<file path="src/rtl/diff_burst_rx.sv">
// diff_burst_rx: receive side of a tristated differential pad pair.
// Each clk edge samples (i, ib) and decodes it as a valid bit (i != ib, bit = i)
// or as invalid (undriven or common-mode). A run of PRE_LEN valid-0 samples
// opens a burst. The next BL valid samples are then collected LSB first and
// delivered on data together with a one-cycle data_valid pulse. A single
// postamble sample, expected to be valid-0, follows every burst.
// Optional feature macro: DIFF_RX_ERRCNT_EN adds a saturating error counter
// that is exposed on err_cnt.
module diff_burst_rx #(
  parameter int BL      = 8,
  parameter int PRE_LEN = 2,
  parameter int ERR_W   = 8
) (
  input  logic          clk,
  input  logic          rst,
  input  logic          en,
  input  logic          i,
  input  logic          ib,
  output logic [BL-1:0] data,
  output logic          data_valid,
  output logic          err_invalid,
  output logic          err_postamble,
  output logic          busy
`ifdef DIFF_RX_ERRCNT_EN
  ,
  output logic [ERR_W-1:0] err_cnt
`endif
);

  localparam int IDX_W = $clog2(BL) + 1;

  typedef enum logic [1:0] {
    S_IDLE = 2'd0,
    S_PRE  = 2'd1,
    S_DATA = 2'd2,
    S_POST = 2'd3
  } state_t;

  // Refuse to elaborate with parameters outside the supported range.
  if (BL < 2 || BL > 32 || PRE_LEN < 1 || PRE_LEN > 15 || ERR_W < 1) begin : g_bad_param
    $error("diff_burst_rx: parameter out of range");
  end

  state_t           state_q;
  logic [3:0]       cnt_q;
  logic [IDX_W-1:0] idx_q;
  logic [BL-1:0]    shreg_q;
  logic [BL-1:0]    shreg_d;
  logic [BL-1:0]    data_q;
  logic             data_valid_q;
  logic             err_invalid_q;
  logic             err_postamble_q;
  logic             busy_q;

  logic s_vld;
  logic s_zero;
  logic last_bit;

  assign s_vld    = i ^ ib;
  assign s_zero   = s_vld & ~i;
  assign last_bit = (idx_q == IDX_W'(BL - 1));

  // Shift register with the current sample written at position idx.
  always_comb begin
    shreg_d = shreg_q;
    for (int k = 0; k < BL; k++) begin
      if (idx_q == IDX_W'(k)) shreg_d[k] = i;
    end
  end

  // Framing FSM. All outputs are registered, and pulse outputs default low.
  always_ff @(posedge clk or posedge rst) begin
    if (rst) begin
      state_q         <= S_IDLE;
      cnt_q           <= '0;
      idx_q           <= '0;
      shreg_q         <= '0;
      data_q          <= '0;
      data_valid_q    <= 1'b0;
      err_invalid_q   <= 1'b0;
      err_postamble_q <= 1'b0;
      busy_q          <= 1'b0;
    end else begin
      data_valid_q    <= 1'b0;
      err_invalid_q   <= 1'b0;
      err_postamble_q <= 1'b0;
      case (state_q)
        S_IDLE: begin
          if (en && s_zero) begin
            busy_q <= 1'b1;
            if (PRE_LEN == 1) begin
              state_q <= S_DATA;
              idx_q   <= '0;
            end else begin
              state_q <= S_PRE;
              cnt_q   <= 4'd1;
            end
          end
        end
        S_PRE: begin
          if (!en || !s_zero) begin
            // A short preamble is dropped without raising an error.
            state_q <= S_IDLE;
            cnt_q   <= '0;
            idx_q   <= '0;
            busy_q  <= 1'b0;
          end else if (cnt_q + 4'd1 == 4'(PRE_LEN)) begin
            state_q <= S_DATA;
            cnt_q   <= cnt_q + 4'd1;
            idx_q   <= '0;
          end else begin
            cnt_q <= cnt_q + 4'd1;
          end
        end
        S_DATA: begin
          if (!en) begin
            state_q <= S_IDLE;
            cnt_q   <= '0;
            idx_q   <= '0;
            busy_q  <= 1'b0;
          end else if (!s_vld) begin
            err_invalid_q <= 1'b1;
            state_q       <= S_IDLE;
            cnt_q         <= '0;
            idx_q         <= '0;
            busy_q        <= 1'b0;
          end else begin
            shreg_q <= shreg_d;
            if (last_bit) begin
              data_q       <= shreg_d;
              data_valid_q <= 1'b1;
              state_q      <= S_POST;
            end else begin
              idx_q <= idx_q + IDX_W'(1);
            end
          end
        end
        S_POST: begin
          // The postamble sample is never reused as a preamble sample.
          if (en && !s_zero) err_postamble_q <= 1'b1;
          state_q <= S_IDLE;
          cnt_q   <= '0;
          idx_q   <= '0;
          busy_q  <= 1'b0;
        end
        default: begin
          state_q <= S_IDLE;
          cnt_q   <= '0;
          idx_q   <= '0;
          busy_q  <= 1'b0;
        end
      endcase
    end
  end

  assign data          = data_q;
  assign data_valid    = data_valid_q;
  assign err_invalid   = err_invalid_q;
  assign err_postamble = err_postamble_q;
  assign busy          = busy_q;

`ifdef DIFF_RX_ERRCNT_EN
  logic [ERR_W-1:0] err_cnt_q;

  // Saturating count of error pulses. It is updated on the cycle after each pulse.
  always_ff @(posedge clk or posedge rst) begin
    if (rst) begin
      err_cnt_q <= '0;
    end else if ((err_invalid_q || err_postamble_q) && (err_cnt_q != {ERR_W{1'b1}})) begin
      err_cnt_q <= err_cnt_q + ERR_W'(1);
    end
  end

  assign err_cnt = err_cnt_q;
`endif

endmodule

</file>
<file path="config.mk">
export PLATFORM = sky130hd
export DESIGN_NAME = diff_burst_rx
export DESIGN_NICKNAME = d
export VERILOG_FILES = /design/src/rtl/diff_burst_rx.sv
export SDC_FILE = /design/constraint.sdc
export NUM_CORES = 1
export LEC_CHECK = 0
export CELL_PAD_IN_SITES_DETAIL_PLACEMENT = 1
export CELL_PAD_IN_SITES_GLOBAL_PLACEMENT = 1
export CORE_MARGIN = 1.5
export CORE_UTILIZATION = 39
export DETAILED_ROUTE_END_ITERATION = 7
export PLACE_DENSITY_LB_ADDON = 0.1
export SLEW_MARGIN = 25
export SYNTH_ARGS = -nofsm -noshare
export SYNTH_HDL_FRONTEND = slang
export SYNTH_SLANG_ARGS = --single-unit
</file>
<file path="constraint.sdc">
create_clock -name clk -period 1.75 [get_ports clk]
set_input_delay 0.2625 -clock clk [delete_from_list [all_inputs] [get_ports clk]]
set_output_delay 0.2625 -clock clk [all_outputs]
set_load 0.01 [all_outputs]
</file>
After elaboration in Yosys (flattened, before gate mapping)

Cells that the tools add are included.

Add/sub/neg operators: 2
Equal/unequal tests: 17
Mux-type cells: 40
Bitwise operators: 3
Reductions and logical operators: 14

Operator list:

| cell                  | number |
|---|---|
| $mux W4               | 9 |
| $mux W1               | 21 |
| $eq A4 B3 Y1 const B  | 4 |
| $pmux W4 S4           | 1 |
| $eq A4 B2 Y1 const B  | 3 |
| $mux W2               | 6 |
| $pmux W4 S3           | 1 |
| $reduce_and A3 Y1     | 4 |
| $add A4 B1 Y4 const B | 2 |
| $ne A4 B4 Y1 const B  | 2 |
| $pmux W2 S4           | 1 |
| $ne A3 B3 Y1 const B  | 2 |
| $eq A2 B2 Y1 const B  | 2 |
| $eq A4 B1 Y1 const B  | 1 |
| $logic_not A4 Y1      | 1 |
| $ne A2 B2 Y1 const B  | 2 |
| $pmux W1 S4           | 1 |
| $reduce_and A4 Y1     | 1 |
| $reduce_bool A3 Y1    | 1 |
| $eq A2 B1 Y1 const B  | 1 |
| $logic_and A1 B1 Y1   | 2 |
| $logic_not A1 Y1      | 2 |
| $logic_not A2 Y1      | 1 |
| $reduce_and A2 Y1     | 1 |
| 4 further kinds       | 4 |

Register bits: 30
Bits of input ports: 5
Output and inout port bits: 12
Word-level logic and storage cells: 85

Depth between registers and ports, before layout

Gate-level depths: netlist (run 1).

Word-level depth: 6
Mapped depth: 8
Mapped depth without buffers: 7

Worst setup path before layout (run 1)

Ideal clock, no wire load.

Path type: register to register
Start point: register cnt_q[0]
End point: register idx_q[0]
Arrival: 1.769 ns
Data required time: 1.671 ns
Path slack: -0.099 ns
Stages on the path, launching flop included: 5
Buffers on the path: 0
Clock period less this slack: 1.849 ns
Path through: dfrtp_1 -> ha_1 -> or4b_4 -> a311oi_4 -> mux2i_1

Longest elaborated chain between the ends: 4

RTL lines:

| element                            | line | text |
|---|---|---|
| start: declaration                 | 45   | `logic [3:0] cnt_q;` |
| start signal: assignment           | 109  | `cnt_q <= cnt_q + 4'd1;` |
| start signal: assignment           | 112  | `cnt_q <= cnt_q + 4'd1;` |
| $add A4 B1 Y4                      | 107  | `end else if (cnt_q + 4'd1 == 4'(PRE_LEN)) begin` |
| $eq A4 B2 Y1                       | 107  |  |
| $ne A3 B3 Y1 (no source line)      | --   |  |
| $reduce_and A3 Y1 (no source line) | --   |  |
| end signal: assignment             | 134  | `idx_q <= idx_q + IDX_W'(1);` |
| end: declaration                   | 46   | `logic [IDX_W-1:0] idx_q;` |

Every way passes these cells.
A chain may end at the register's enable or synchronous reset.

Worst setup path in the final report (run 1)

Start point: register cnt_q[0]
End point: register idx_q[1]

The elaborated chain is that of the path after synthesis.

==> impl_metrics.env, run 1 <==
export IMPL_post_place_ws_ns=-0.540
export IMPL_pwr_share_clk_pct=30.5
export IMPL_synthTopCellsByArea="dfrtp_1, nand2_1, mux2i_1"
export IMPL_boundaryPins=17
export IMPL_p_switching_w=0.000555
export IMPL_rr_endpoint="idx_q[1]$_DFFE_PP0P_"
export IMPL_path_clk_slew_ns=0.07
export IMPL_synth_top_area_share_pct=47.8
export IMPL_drt_pass1_iter_count=4
export IMPL_vias=1254
export IMPL_power_density_nw_per_um2=887
export IMPL_violations="negative setup slack"
export IMPL_r2r_slack_ns=-0.11
export IMPL_fin_ws_ns=-0.105
export IMPL_cp_start_kind="register"
export IMPL_status="finished, violations left"
export IMPL_p_sw_share_pct=30.4
export IMPL_finClkSkew_ns=0.00797
export IMPL_worstPathRequired_ns=1.96
export IMPL_clock_path_buffers=2
export IMPL_dpl_hpwl_microns=2760
export IMPL_route_detailed_drc=0
export IMPL_insertedDiodeCount=0
export IMPL_clkLatencyLatePin_ns=0.29
export IMPL_slew_viol_final=0
export IMPL_p_int_w=0.00127
export IMPL_cap_violations=0
export IMPL_synth_edf_count=0
export IMPL_hold_viol_final=0
export IMPL_finalCriticalPeriod_ns=1.86
export IMPL_max_slew_margin_pct=70.6
export IMPL_leakage_nw=0.983
export IMPL_final_setup_viol_count=5
export IMPL_ctsHoldBuffers=0
export IMPL_hold_ws_ns=0.351
export IMPL_total_power_w=0.00182
export IMPL_worstRegToRegCells=4
export IMPL_synth_ff_type="dfrtp_1"
export IMPL_cts_made_buffers=5
export IMPL_yosys_cell_types_count=34
export IMPL_cp_max_fo=5
export IMPL_ys_ff_latch=29
export IMPL_grt_max_degree=30
export IMPL_r2r_start="cnt_q[0]$_DFFE_PP0P_"
export IMPL_rows=22
export IMPL_grt_pass1_wl_microns=6690
export IMPL_port_buffers=16
export IMPL_grt_usage_pct=21.3
export IMPL_endpoint="idx_q[1]$_DFFE_PP0P_"
export IMPL_yosysSeqAreaShare_pct=47.8
export IMPL_ant_nets=0
export IMPL_core_area_sq_um=3690
export IMPL_synth_area_sq_um=1520
export IMPL_vias_per_cell=5.16
export IMPL_finalCritPeriodShare_pct=106
export IMPL_antenna_found_initial=0
export IMPL_post_place_cells=231
export IMPL_async_flop_share_pct=100
export IMPL_syn_inst=152
export IMPL_crit_start="cnt_q[0]$_DFFE_PP0P_"
export IMPL_critical_path_class="register to register"
export IMPL_tightest_slew_ns=0.440
export IMPL_drive_gt1_share_pct=27.7
export IMPL_htree_num_levels=2
export IMPL_synth_largest_area_cell="dfrtp_1"
export IMPL_syn2layout_area_growth_pct=35.3
export IMPL_hold_class="primary input to async pin"
export IMPL_grt_pass1_vias=1349
export IMPL_die_area_sq_um=4280
export IMPL_gp_congestion=0.762
export IMPL_yosys_warnings=0
export IMPL_drt_wl_total_microns=3830
export IMPL_cp_end_kind="register"
export IMPL_max_clock_freq_ghz=0.539
export IMPL_overflow=0
export IMPL_nets=206
export IMPL_cts_root_buf="clkbuf_8"
export IMPL_ir_worst_vdd_uv=511
export IMPL_cts_tree="done"
export IMPL_start_util_pct=41.2
export IMPL_pwr_share_comb_pct=27.1
export IMPL_cts_sinks=29
export IMPL_critPathArrivalTime_ns=2.07
export IMPL_instances_no_fill=243
export IMPL_wl_per_cell_microns=15.8
export IMPL_syn_area_per_cell_sq_um=9.99
export IMPL_drt_iter0_drc=55
export IMPL_pwr_share_seq_pct=42.3
export IMPL_die_w_microns=65.4
export IMPL_synth_nets=164
export IMPL_die_height_microns=65.4
export IMPL_setup_tns_ns=-0.347
export IMPL_rsz0062_at_grt="true"
-- routing by layer --
metal	vias up	part of all wire (%)	global-route usage (%)
met5	-	0	0
met4	0	2.2	11.5
met3	8	2.5	4.28
met2	18	49	33.8
met1	620	47	27.3
li1	608	-	-
-- sequential cells by signal (all words and copies together) (netlist names) --
| signal | flops |
|---|---|
| cnt_q | 4 |
| data | 8 |
| busy | 1 |
| idx_q | 4 |
| data_valid | 1 |
| state_q | 2 |
| err_postamble | 1 |
| err_invalid | 1 |
| shreg_q | 7 |
-- cell usage in the layout (no fill, tap or decap), drive strengths merged, types with 2 or more instances in the layout --
cell type,instances
nand4bb,2
clkbuf,5
nor2,6
and3,3
o21ai,15
dlygate4sd2,2
dfrtp,29
clkdlybuf4s50,13
clkinv,2
ha,7
nor3,2
mux2i,9
buf,24
nand2,32
nand3,2
a21oi,5
mux2,7
inv,9
nor2b,2
a31oi,2
-- cell families after synthesis --
kind of cell	share of synthesized area (%)
compound gates	12.5
flops	47.8
fa+ha+maj	5.77
mux	11.1
buf+inv	4.28
simple gates	18.0
xor+xnor	0.577
-- per-stage QoR --
stage                     util [%]  area, sq um
after floorplan                  -         1520
after global placement        50.6         1870
after detailed placement      50.6         1870
after CTS                     55.3         2040
after global routing          55.7         2060
final                         55.7         2060
-- cell usage after synthesis (all sizes together) (2+ instances only) --
| library cell | n |
|---|---|
| a21oi | 5 |
| a31oi | 2 |
| and3 | 3 |
| buf | 4 |
| clkbuf | 2 |
| dfrtp | 29 |
| ha | 7 |
| inv | 9 |
| mux2 | 7 |
| mux2i | 9 |
| nand2 | 32 |
| nand3 | 2 |
| nand4bb | 2 |
| nor2 | 6 |
| nor2b | 2 |
| nor3 | 2 |
| o21ai | 15 |
-- critical path, cell delays in order, from the launching register on --
cell      delay, ns
dfrtp_1        0.43
ha_2           0.21
or4b_4         0.49
a311oi_4       0.41
mux2i_1        0.23
-- power by group through the flow --
stage,combinational (W),clock [W],sequential [W]
2_1_floorplan,0.000243,0,0.000783
3_3_place_gp,0.000420,0,0.000782
3_5_place_dp,0.000436,0,0.000787
4_1_cts,0.000477,0.000559,0.000771
5_1_grt,0.000546,0.000590,0.000780
6_report,0.000495,0.000557,0.000773
-- layout make-up --
class	count	area [sq um]
fill	432	1630
multi-input combinational	108	769
sequential	29	726
timing repair buffer	41	380
clock buffer	5	68.8
tap	48	60.1
inverter	9	33.8
clock inverter	3	17.5
-- repair_timing --
| action | in CTS | in global routing |
|---|---|---|
| pin swaps | 3 | 1 |
| setup buffers | 2 | 1 |
| resized for setup | 14 | 3 |
| endpoints found under the setup margin | 23 | 8 |
| gates cloned | 1 | 0 |
-- how the worst min path moves through the flow --
stage                              from                  end  slack [ns]  cells after the start
finish                              rst     busy$_DFFE_PP0P_        0.35                      3
global route                        rst     busy$_DFFE_PP0P_        0.39                      3
floorplan                           rst     busy$_DFFE_PP0P_        0.34                      1
CTS                                 rst     busy$_DFFE_PP0P_        0.38                      3
global placement    data[3]$_DFFE_PP0P_  data[3]$_DFFE_PP0P_        0.46                      2
detailed placement  data[6]$_DFFE_PP0P_  data[6]$_DFFE_PP0P_        0.48                      2
(Power assumes the default switching activity.)
==> inputs of run 2 (changes only) <==
==> constraint.sdc (replaced) <==
create_clock -name clk -period 1.75 [get_ports clk]
set_input_delay 0.2625 -clock clk [delete_from_list [all_inputs] [get_ports clk]]
set_output_delay 0.2625 -clock clk [all_outputs]
set_load 0.1 [all_outputs]
==> run 2 against run 1 <==
  * The run still ends with negative setup slack left
  * Routed wire length increased by 6.6%
  * Hold slack got worse by 0.063 ns
  * Critical path depth unchanged
  * Sequential cell count unchanged
  * Largest power group unchanged
==> impl_metrics.env, run 2 (synthesis gave the netlist of run 1 again) <==
export IMPL_worstRegToRegCells=4
export IMPL_hold_ws_ns=0.288
export IMPL_max_slew_margin_pct=70.2
export IMPL_core_area_sq_um=3690
export IMPL_cts_made_buffers=5
export IMPL_fin_ws_ns=-0.0770
export IMPL_cp_end_kind="register"
export IMPL_dpl_hpwl_microns=2860
export IMPL_cts_root_buf="clkbuf_8"
export IMPL_overflow=0
export IMPL_drt_iter0_drc=47
export IMPL_path_clk_slew_ns=0.07
export IMPL_hold_class="primary input to async pin"
export IMPL_slew_viol_final=0
export IMPL_setup_tns_ns=-0.227
export IMPL_route_detailed_drc=0
export IMPL_total_power_w=0.00207
export IMPL_grt_pass1_wl_microns=6720
export IMPL_top_usage_layer="met2"
export IMPL_ant_nets=0
export IMPL_cap_violations=0
export IMPL_grt_usage_pct=21.3
export IMPL_vias=1261
export IMPL_clkLatencyLatePin_ns=0.28
export IMPL_layout_commonest_cell="nand2_1"
export IMPL_tightest_slew_ns=0.447
export IMPL_port_buffers=16
export IMPL_leakage_nw=1.05
export IMPL_drt_wl_total_microns=4080
export IMPL_rr_endpoint="idx_q[1]$_DFFE_PP0P_"
export IMPL_final_cell_mix="nand2_1, dfrtp_1, buf_4, o21ai_0"
export IMPL_post_place_ws_ns=-0.530
export IMPL_finClkSkew_ns=0.00907
export IMPL_ir_worst_vdd_uv=399
export IMPL_antenna_found_initial=0
export IMPL_drive_gt1_share_pct=33.7
export IMPL_status="finished, violations left"
export IMPL_rsz0062_at_grt="true"
export IMPL_cp_start_kind="register"
export IMPL_r2r_start="cnt_q[0]$_DFFE_PP0P_"
export IMPL_nets=207
export IMPL_wl_per_cell_microns=16.7
export IMPL_die_area_sq_um=4280
export IMPL_gp_congestion=0.750
export IMPL_grt_use_met1_pct=26.5
export IMPL_finalCritPeriodShare_pct=104
export IMPL_cp_max_fo=5
export IMPL_insertedDiodeCount=0
export IMPL_finalCriticalPeriod_ns=1.83
export IMPL_cts_tree="done"
export IMPL_grt_pass1_vias=1372
export IMPL_globalRouteMet2Util_pct=36.4
export IMPL_largest_register_ffs=8
export IMPL_htree_num_levels=2
export IMPL_vias_per_cell=5.17
export IMPL_critical_path_class="register to register"
export IMPL_r2r_slack_ns=-0.08
export IMPL_grt_max_degree=15
export IMPL_syn2layout_area_growth_pct=42.6
export IMPL_die_height_microns=65.4
export IMPL_final_util_pct=58.7
export IMPL_critPathArrivalTime_ns=2.02
export IMPL_drt_pass1_iter_count=4
export IMPL_start_util_pct=41.2
export IMPL_hold_viol_final=0
export IMPL_clock_path_buffers=2
export IMPL_met3_usage_pct=3.77
export IMPL_worstPathRequired_ns=1.95
export IMPL_power_density_nw_per_um2=958
export IMPL_cts_sinks=29
export IMPL_max_clock_freq_ghz=0.547
export IMPL_boundaryPins=17
export IMPL_rows=22
export IMPL_die_w_microns=65.4
export IMPL_violations="negative setup slack"
export IMPL_final_setup_viol_count=4
==> run 2: how the worst max path moves through the flow <==
stage | from | endpoint | slack [ns] | cells after the start
after CTS | cnt_q[0]$_DFFE_PP0P_ | idx_q[1]$_DFFE_PP0P_ | -0.11 | 4
after global routing | cnt_q[0]$_DFFE_PP0P_ | idx_q[2]$_DFFE_PP0P_ | -0.12 | 4
final | cnt_q[0]$_DFFE_PP0P_ | idx_q[1]$_DFFE_PP0P_ | -0.08 | 4
after global placement | i | idx_q[3]$_DFFE_PP0P_ | -0.44 | 8
after detailed placement | i | data[5]$_DFFE_PP0P_ | -0.53 | 7
after floorplan | cnt_q[0]$_DFFE_PP0P_ | idx_q[0]$_DFFE_PP0P_ | -0.007 | 4
==> run 2: cell type report <==
class / instances / area (sq um)
fill: 410 / 1520
clock buffer: 7 / 96.3
timing repair buffer: 42 / 470
multi-input combinational: 108 / 772
clock inverter: 1 / 5.00
inverter: 9 / 33.8
sequential: 29 / 728
tap: 48 / 60.1
==> run 2: report_power, final <==
group	internal, W	total, W	switching, W
combinational	0.000312	0.000677	0.000366
clock	0.000355	0.000613	0.000258
sequential	0.000725	0.000785	0.0000601
==> run 2: metal layers <==
layer | up-vias | share of wire, %
li1 | 610 | -
met1 | 619 | 45
met2 | 23 | 50
met3 | 9 | 3.0
met4 | 0 | 1.9
met5 | - | 0
==> run 2: worst max-delay path, cell delays in order, from the launching register on <==
cell      delay (ns)
dfrtp_2         0.43
ha_2            0.18
or4b_4          0.49
a311oi_4        0.41
mux2i_1         0.23
==> run 2: repair_timing <==
action,in CTS,in global routing
pin swaps,3,2
gates resized for setup,12,2
hold buffers,0,0
gates cloned,1,0
setup endpoints to repair,23,10
setup buffers,3,0
==> run 2: per-stage QoR <==
stage               instance area, sq um  std cells
global route                        2170        244
global placement                    1960        232
floorplan                           1520        152
finish                              2170        244
detailed placement                  1960        232
CTS                                 2160        244
==> inputs of run 3 (changes only) <==
- CAP_MARGIN: not set -> 20
==> results of run 3 <==
No change in the layout: final DEF, timing and power equal those of run 2.
